## config.mk

```make
export PLATFORM = sky130hd
export DESIGN_NAME = coherence_arbiter
export DESIGN_NICKNAME = d
export VERILOG_FILES = /design/src/rtl/cpu_types_pkg.sv /design/src/rtl/rr_arbiter.sv /design/src/rtl/coherence_arbiter.sv
export SDC_FILE = /design/constraint.sdc
export NUM_CORES = 1
export LEC_CHECK = 0
export ABC_AREA = 1
export CORE_AREA = 4 4 192 194
export CTS_BUF_LIST = sky130_fd_sc_hd__clkbuf_4 sky130_fd_sc_hd__clkbuf_8 sky130_fd_sc_hd__clkbuf_16
export CTS_CLUSTER_SIZE = 12
export DETAILED_ROUTE_END_ITERATION = 6
export DIE_AREA = 0 0 196 198
export PLACE_DENSITY = 0.44
export SYNTH_ARGS = -nofsm -noshare
export SYNTH_HDL_FRONTEND = slang
export SYNTH_SLANG_ARGS = --single-unit
```

## constraint.sdc

```tcl
create_clock -name CLK -period 3.4 [get_ports CLK]
set_input_delay 1.02 -clock CLK [delete_from_list [all_inputs] [get_ports CLK]]
set_output_delay 1.02 -clock CLK [all_outputs]
set_load 0.005 [all_outputs]
```

## src/rtl/cpu_types_pkg.sv

```systemverilog
// ---------------------------------------------------------------------------
// cpu_types_pkg
// Shared types for the multicore memory system: the data word, the RAM
// status encoding, the coherence arbiter state encoding and the default
// number of cores.
// ---------------------------------------------------------------------------
package cpu_types_pkg;

    localparam int CPUS_DEFAULT = 2;

    typedef logic [31:0] word_t;

    typedef enum logic [1:0] {
        FREE   = 2'd0,
        BUSY   = 2'd1,
        ACCESS = 2'd2,
        ERROR  = 2'd3
    } ramstate_t;

    typedef enum logic [2:0] {
        IDLE   = 3'd0,
        SNOOP  = 3'd1,
        C2C    = 3'd2,
        MEMRD  = 3'd3,
        MEMWB  = 3'd4,
        IFETCH = 3'd5
    } arb_state_t;

endpackage

```

## src/rtl/rr_arbiter.sv

```systemverilog
// ---------------------------------------------------------------------------
// rr_arbiter
// Round-robin pick over an N-wide request vector. The search starts at the
// pointer, which sits one past the most recently completed grant.
// Ports:
//   CLK, nRST  clock and asynchronous active-low reset
//   req        request vector
//   advance    strobe: the transaction for done_idx has completed
//   done_idx   index of the completed grant (pointer moves past it)
//   grant      index of the chosen requester (valid when any is high)
//   any        at least one request is present
// ---------------------------------------------------------------------------
module rr_arbiter
    import cpu_types_pkg::*;
#(
    parameter int N  = CPUS_DEFAULT,
    parameter int IW = (N > 1) ? $clog2(N) : 1
) (
    input  logic          CLK,
    input  logic          nRST,
    input  logic [N-1:0]  req,
    input  logic          advance,
    input  logic [IW-1:0] done_idx,
    output logic [IW-1:0] grant,
    output logic          any
);

    logic [IW-1:0] ptr;
    int            idx;

    // Pointer moves only when the owner's transaction is acknowledged, so a
    // stalled transaction keeps its place in the rotation.
    always_ff @(posedge CLK or negedge nRST) begin
        if (!nRST) begin
            ptr <= '0;
        end else if (advance) begin
            if (int'(done_idx) >= N - 1) begin
                ptr <= '0;
            end else begin
                ptr <= IW'(int'(done_idx) + 1);
            end
        end
    end

    // First requester found walking forward from the pointer, with wrap.
    always_comb begin
        grant = '0;
        any   = 1'b0;
        idx   = 0;
        for (int off = 0; off < N; off++) begin
            idx = int'(ptr) + off;
            if (idx >= N) begin
                idx = idx - N;
            end
            if (!any && req[idx]) begin
                any   = 1'b1;
                grant = IW'(idx);
            end
        end
    end

endmodule

```

## src/rtl/coherence_arbiter.sv

```systemverilog
// ---------------------------------------------------------------------------
// coherence_arbiter
// Shares one RAM port between CPUS cores (icache + dcache each) and runs a
// snoop for every dcache read so a modified copy in another core is
// forwarded cache-to-cache and written back at the same time.
// Ports:
//   CLK, nRST                       clock, asynchronous active-low reset
//   iREN/iaddr -> iwait/iload       icache request and response per core
//   dREN/dWEN/daddr/dstore          dcache request, address, write data
//   ccwrite/cctrans                 requester coherence intent/status
//   dwait/dload                     dcache response per core
//   ccwait/ccinv/ccsnoopaddr        snoop command to the other cores
//   ramstate/ramload                RAM status and read data
//   ramREN/ramWEN/ramaddr/ramstore  RAM command
// ---------------------------------------------------------------------------
module coherence_arbiter
    import cpu_types_pkg::*;
#(
    parameter int CPUS = CPUS_DEFAULT
) (
    input  logic                 CLK,
    input  logic                 nRST,
    input  logic [CPUS-1:0]      iREN,
    input  logic [CPUS-1:0][31:0] iaddr,
    output logic [CPUS-1:0]      iwait,
    output logic [CPUS-1:0][31:0] iload,
    input  logic [CPUS-1:0]      dREN,
    input  logic [CPUS-1:0]      dWEN,
    input  logic [CPUS-1:0][31:0] daddr,
    input  logic [CPUS-1:0][31:0] dstore,
    input  logic [CPUS-1:0]      ccwrite,
    input  logic [CPUS-1:0]      cctrans,
    output logic [CPUS-1:0]      dwait,
    output logic [CPUS-1:0][31:0] dload,
    output logic [CPUS-1:0]      ccwait,
    output logic [CPUS-1:0]      ccinv,
    output logic [CPUS-1:0][31:0] ccsnoopaddr,
    input  ramstate_t            ramstate,
    input  logic [31:0]          ramload,
    output logic                 ramREN,
    output logic                 ramWEN,
    output logic [31:0]          ramaddr,
    output logic [31:0]          ramstore
);

    localparam int IW = (CPUS > 1) ? $clog2(CPUS) : 1;

    arb_state_t    state, next_state;
    logic [IW-1:0] owner_d, owner_i, snooper;
    logic [IW-1:0] d_grant, i_grant, snoop_idx;
    logic          d_any, i_any, snoop_hit;
    logic          ram_ack, d_adv, i_adv;

    // The requester's transition status does not influence arbitration.
    logic          unused_cctrans;
    assign unused_cctrans = ^cctrans;

    assign ram_ack = (ramstate == ACCESS);
    assign d_adv   = ram_ack && (state == C2C || state == MEMRD || state == MEMWB);
    assign i_adv   = ram_ack && (state == IFETCH);

    rr_arbiter #(.N(CPUS), .IW(IW)) u_darb (
        .CLK(CLK), .nRST(nRST), .req(dREN | dWEN), .advance(d_adv),
        .done_idx(owner_d), .grant(d_grant), .any(d_any)
    );

    rr_arbiter #(.N(CPUS), .IW(IW)) u_iarb (
        .CLK(CLK), .nRST(nRST), .req(iREN), .advance(i_adv),
        .done_idx(owner_i), .grant(i_grant), .any(i_any)
    );

    // State register.
    always_ff @(posedge CLK or negedge nRST) begin
        if (!nRST) begin
            state <= IDLE;
        end else begin
            state <= next_state;
        end
    end

    // Owners are latched at the decision point so that a request dropped
    // mid-transaction still completes toward the core that was granted.
    always_ff @(posedge CLK or negedge nRST) begin
        if (!nRST) begin
            owner_d <= '0;
            owner_i <= '0;
            snooper <= '0;
        end else begin
            if (state == IDLE) begin
                if (d_any) begin
                    owner_d <= d_grant;
                end else if (i_any) begin
                    owner_i <= i_grant;
                end
            end
            if (state == SNOOP) begin
                snooper <= snoop_idx;
            end
        end
    end

    // Next state. A snooped core holding a modified copy answers by raising
    // its own dWEN during SNOOP; the lowest such core supplies the data.
    always_comb begin
        next_state = state;
        snoop_hit  = 1'b0;
        snoop_idx  = '0;
        for (int j = 0; j < CPUS; j++) begin
            if (IW'(j) != owner_d && dWEN[j] && !snoop_hit) begin
                snoop_hit = 1'b1;
                snoop_idx = IW'(j);
            end
        end
        case (state)
            IDLE: begin
                if (d_any) begin
                    next_state = dWEN[d_grant] ? MEMWB : SNOOP;
                end else if (i_any) begin
                    next_state = IFETCH;
                end
            end
            SNOOP: next_state = snoop_hit ? C2C : MEMRD;
            C2C, MEMRD, MEMWB, IFETCH: begin
                if (ram_ack) begin
                    next_state = IDLE;
                end
            end
            default: next_state = IDLE;
        endcase
    end

    // Outputs. Strobes depend only on state so BUSY/FREE/ERROR hold them
    // steady; the wait releases are gated by the ACCESS acknowledgement.
    always_comb begin
        ramREN      = 1'b0;
        ramWEN      = 1'b0;
        ramaddr     = '0;
        ramstore    = '0;
        dwait       = '1;
        iwait       = '1;
        dload       = '0;
        iload       = '0;
        ccwait      = '0;
        ccinv       = '0;
        ccsnoopaddr = '0;
        if (state == SNOOP || state == C2C || state == MEMRD) begin
            for (int j = 0; j < CPUS; j++) begin
                if (IW'(j) != owner_d) begin
                    ccwait[j]      = 1'b1;
                    ccinv[j]       = ccwrite[owner_d];
                    ccsnoopaddr[j] = daddr[owner_d];
                end
            end
        end
        case (state)
            C2C: begin
                ramWEN         = 1'b1;
                ramaddr        = daddr[snooper];
                ramstore       = dstore[snooper];
                dload[owner_d] = dstore[snooper];
                if (ram_ack) begin
                    dwait[owner_d] = 1'b0;
                    dwait[snooper] = 1'b0;
                end
            end
            MEMRD: begin
                ramREN         = 1'b1;
                ramaddr        = daddr[owner_d];
                dload[owner_d] = ramload;
                if (ram_ack) begin
                    dwait[owner_d] = 1'b0;
                end
            end
            MEMWB: begin
                ramWEN   = 1'b1;
                ramaddr  = daddr[owner_d];
                ramstore = dstore[owner_d];
                if (ram_ack) begin
                    dwait[owner_d] = 1'b0;
                end
            end
            IFETCH: begin
                ramREN         = 1'b1;
                ramaddr        = iaddr[owner_i];
                iload[owner_i] = ramload;
                if (ram_ack) begin
                    iwait[owner_i] = 1'b0;
                end
            end
            default: begin
            end
        endcase
    end

endmodule

```

==> run metrics <==
Slew Viols, Final=0; commonest non-fill, non-tap cell in the layout=clkdlybuf4s50_1; synthesized flop and latch total=8; initial antenna violation count=3; syn_area_per_cell=4.69 µm²; effective utilization at floorplan=between 10% and 20%; Static Leak=5.84 nW; crit path max fanout=2; Final Hold Violating Endpoints=0; CP Cell Sequence=clkdlybuf4s50_1 > nand2_1 > nand2_1 > o21ai_1 > nor2_1 > clkdlybuf4s50_1; Die Y=198 µm; synthesized instance count=943; Post-synth EDFFs=0; final net count=1707; Synth Cell Area=4420 µm²; dpl hpwl=28.8 mm; Die W=slightly below 200 µm; maxcap violations=0; DR vias=around 8000; # IOs=around 500; first-pass GRT wire length=50.4 mm; CTS tree=yes; share of cells above drive strength 1=9.74%; drt first-iter violations=447; Required @ worst endpoint=approximately 2.4 ns; most frequent cells in the layout=clkdlybuf4s50_1 (351), nor2_1 (263), nand2_1 (215), inv_1 (107), dlygate4sd2_1 (93); CP Data Arrival Time=2.35 ns; worst vdd ir=about 0.45 mV; Max Clock Skew=~0.007 ns; DRC viols=0; die area=38800 µm²; Total Wirelength=35.9 mm; total core area=35200 µm²; Distinct cells, synth=25; Rel. slew slack=approximately half; vias in the first global route=7692; root buf cell=clkbuf_16; sequential fraction of the synthesis area=under 10%; crit end category=output pin; Worst-Skew Late Latency=0.23 ns; vias per inst=4.18; Layout area overhead=141%; CTS buffer count=3; sum of negative setup slack=0 ns; Placer Congestion=0.865; critical path class=input pin to output pin; pwr/cell area=494 nW/µm²; f_max=297 MHz; clk buf depth=2; Tightest Pin Transition=0.750 ns; CP startpoint kind=input pin; row cnt=69; gr ovfl total=0; Worst Hold Class=register to register; Routed wire per std cell=18.6 µm; synthesis warning total=0; Min Clock Period, post-route=3.37 ns; status=complete, no violations; I/O Buffers=501; CP max stage cell=clkdlybuf4s50_1; final setup fails=0; asr flop ratio synth=100%; Routed Antenna Nets=0; Tot GR Track Use=16.8%; max incr delay on CP=0.50 ns; Synth Flop Type=dfrtp_1; largest net degree at the start of global routing=between 70 and 80; Syn Nets=1181; clock-pin slew on the worst setup and hold paths=0.04 ns; final core occ=30.3%; H-tree depth=1; CTS sink cnt=8; fin crit share=99.1%; first-pass iteration count of the detailed router=6
==> final cells by class <==
cell class / count / area, µm²
multi-input combinational: 747 / 3480
inverter: 117 / 443
tap: 461 / 577
timing repair buffer: 592 / 5880
clock buffer: 4 / 82.6
fill: 4005 / 24600
sequential: 8 / 204
antenna: 2 / 5.00
==> cells by family after synthesis <==
group	after synthesis	share of synthesized area, %
and+or+nand+nor	543	48.5
muxes	1	0.226
DFF	8	4.53
AOI/OAI and AO/OA	203	28.5
buffers and inverters	188	18.3
==> cells in the mapped netlist, types with 3 or more instances <==
| cell | instances | area (µm²) |
|---|---|---|
| nor2_1 | 264 | 991 |
| nand2_1 | 230 | 863 |
| inv_1 | 107 | 402 |
| o21ai_1 | 46 | 230 |
| o211ai_1 | 36 | 270 |
| a21oi_1 | 34 | 170 |
| nand3_1 | 34 | 170 |
| o31ai_1 | 32 | 240 |
| buf_2 | 30 | 150 |
| a22oi_1 | 28 | 210 |
| o21ai_0 | 26 | 130 |
| clkbuf_1 | 24 | 90.1 |
| inv_2 | 10 | 37.5 |
| buf_6 | 8 | 90.1 |
| dfrtp_1 | 8 | 200 |
| buf_1 | 7 | 26.3 |
| nand2_2 | 4 | 25.0 |
| nor2_2 | 3 | 18.8 |
| nor2_4 | 3 | 33.8 |
| or2_2 | 3 | 18.8 |
==> through the flow <==
step	setup slack (ns)	cell area, µm²	power, mW	hold WS [ns]	instances
after floorplan	0.915	4420	2.36	0.447	943
after global placement	-0.190	10500	5.35	0.468	1921
after detailed placement	-0.164	10500	5.35	0.480	1921
after CTS	0.000184	10500	5.36	0.489	1925
after global routing	-0.00402	10700	5.70	0.510	1931
final	0.0293	10700	5.27	0.488	1931
==> state kept, by name (all words and copies together), names as in the netlist <==
| name | flops |
|---|---|
| state | 3 |
| u_iarb.ptr | 1 |
| owner_i | 1 |
| owner_d | 1 |
| snooper | 1 |
| u_darb.ptr | 1 |
==> power by group <==
part	internal [mW]	switching, mW	leakage (nW)	total, mW
clock network	0.164	0.0478	0.0416	0.212
logic	2.17	2.69	5.70	4.86
registers	0.145	0.0528	0.0983	0.197
==> metal layers <==
layer | wire [µm] | share of wire [%] | track usage [%]
met5 | 0 | 0 | 0
met2 | 18100 | 50 | 30.6
met1 | 15100 | 42 | 21.2
met3 | 1790 | 5.0 | 1.97
met4 | 958 | 2.7 | 3.67
==> worst max-delay path, delay by kind of cell <==
family	cells	cell delay (ns)
AOI/OAI and AO/OA	1	0.09
buffers and inverters	2	1.00
and+or+nand+nor	3	0.24
==> final timing paths <==
| check | from | end | slack, ns | cells past startpoint |
|---|---|---|---|---|
| setup / recovery | dstore[28] | dload[60] | 0.03 | 6 |
| hold / removal | u_darb.ptr$_DFFE_PN0P_ | u_darb.ptr$_DFFE_PN0P_ | 0.49 | 2 |
| setup reg to reg | state[1]$_DFFE_PN0P_ | state[1]$_DFFE_PN0P_ | 1.96 | 8 |
| hold reg to reg | u_darb.ptr$_DFFE_PN0P_ | u_darb.ptr$_DFFE_PN0P_ | 0.49 | 2 |
| max in group asynchronous | nRST | owner_d$_DFFE_PN0P_ | 1.99 | 1 |
| min in group asynchronous | nRST | u_darb.ptr$_DFFE_PN0P_ | 1.09 | 1 |
==> what timing repair did <==
item                                    4_1_cts  5_1_grt
endpoints found under the setup margin      114       70
pin swaps                                     9        5
hold buffers                                  0        0
setup buffers                                 0        4
gates resized for setup                     111       64
No activity file was read; power rests on OpenSTA's default activity.
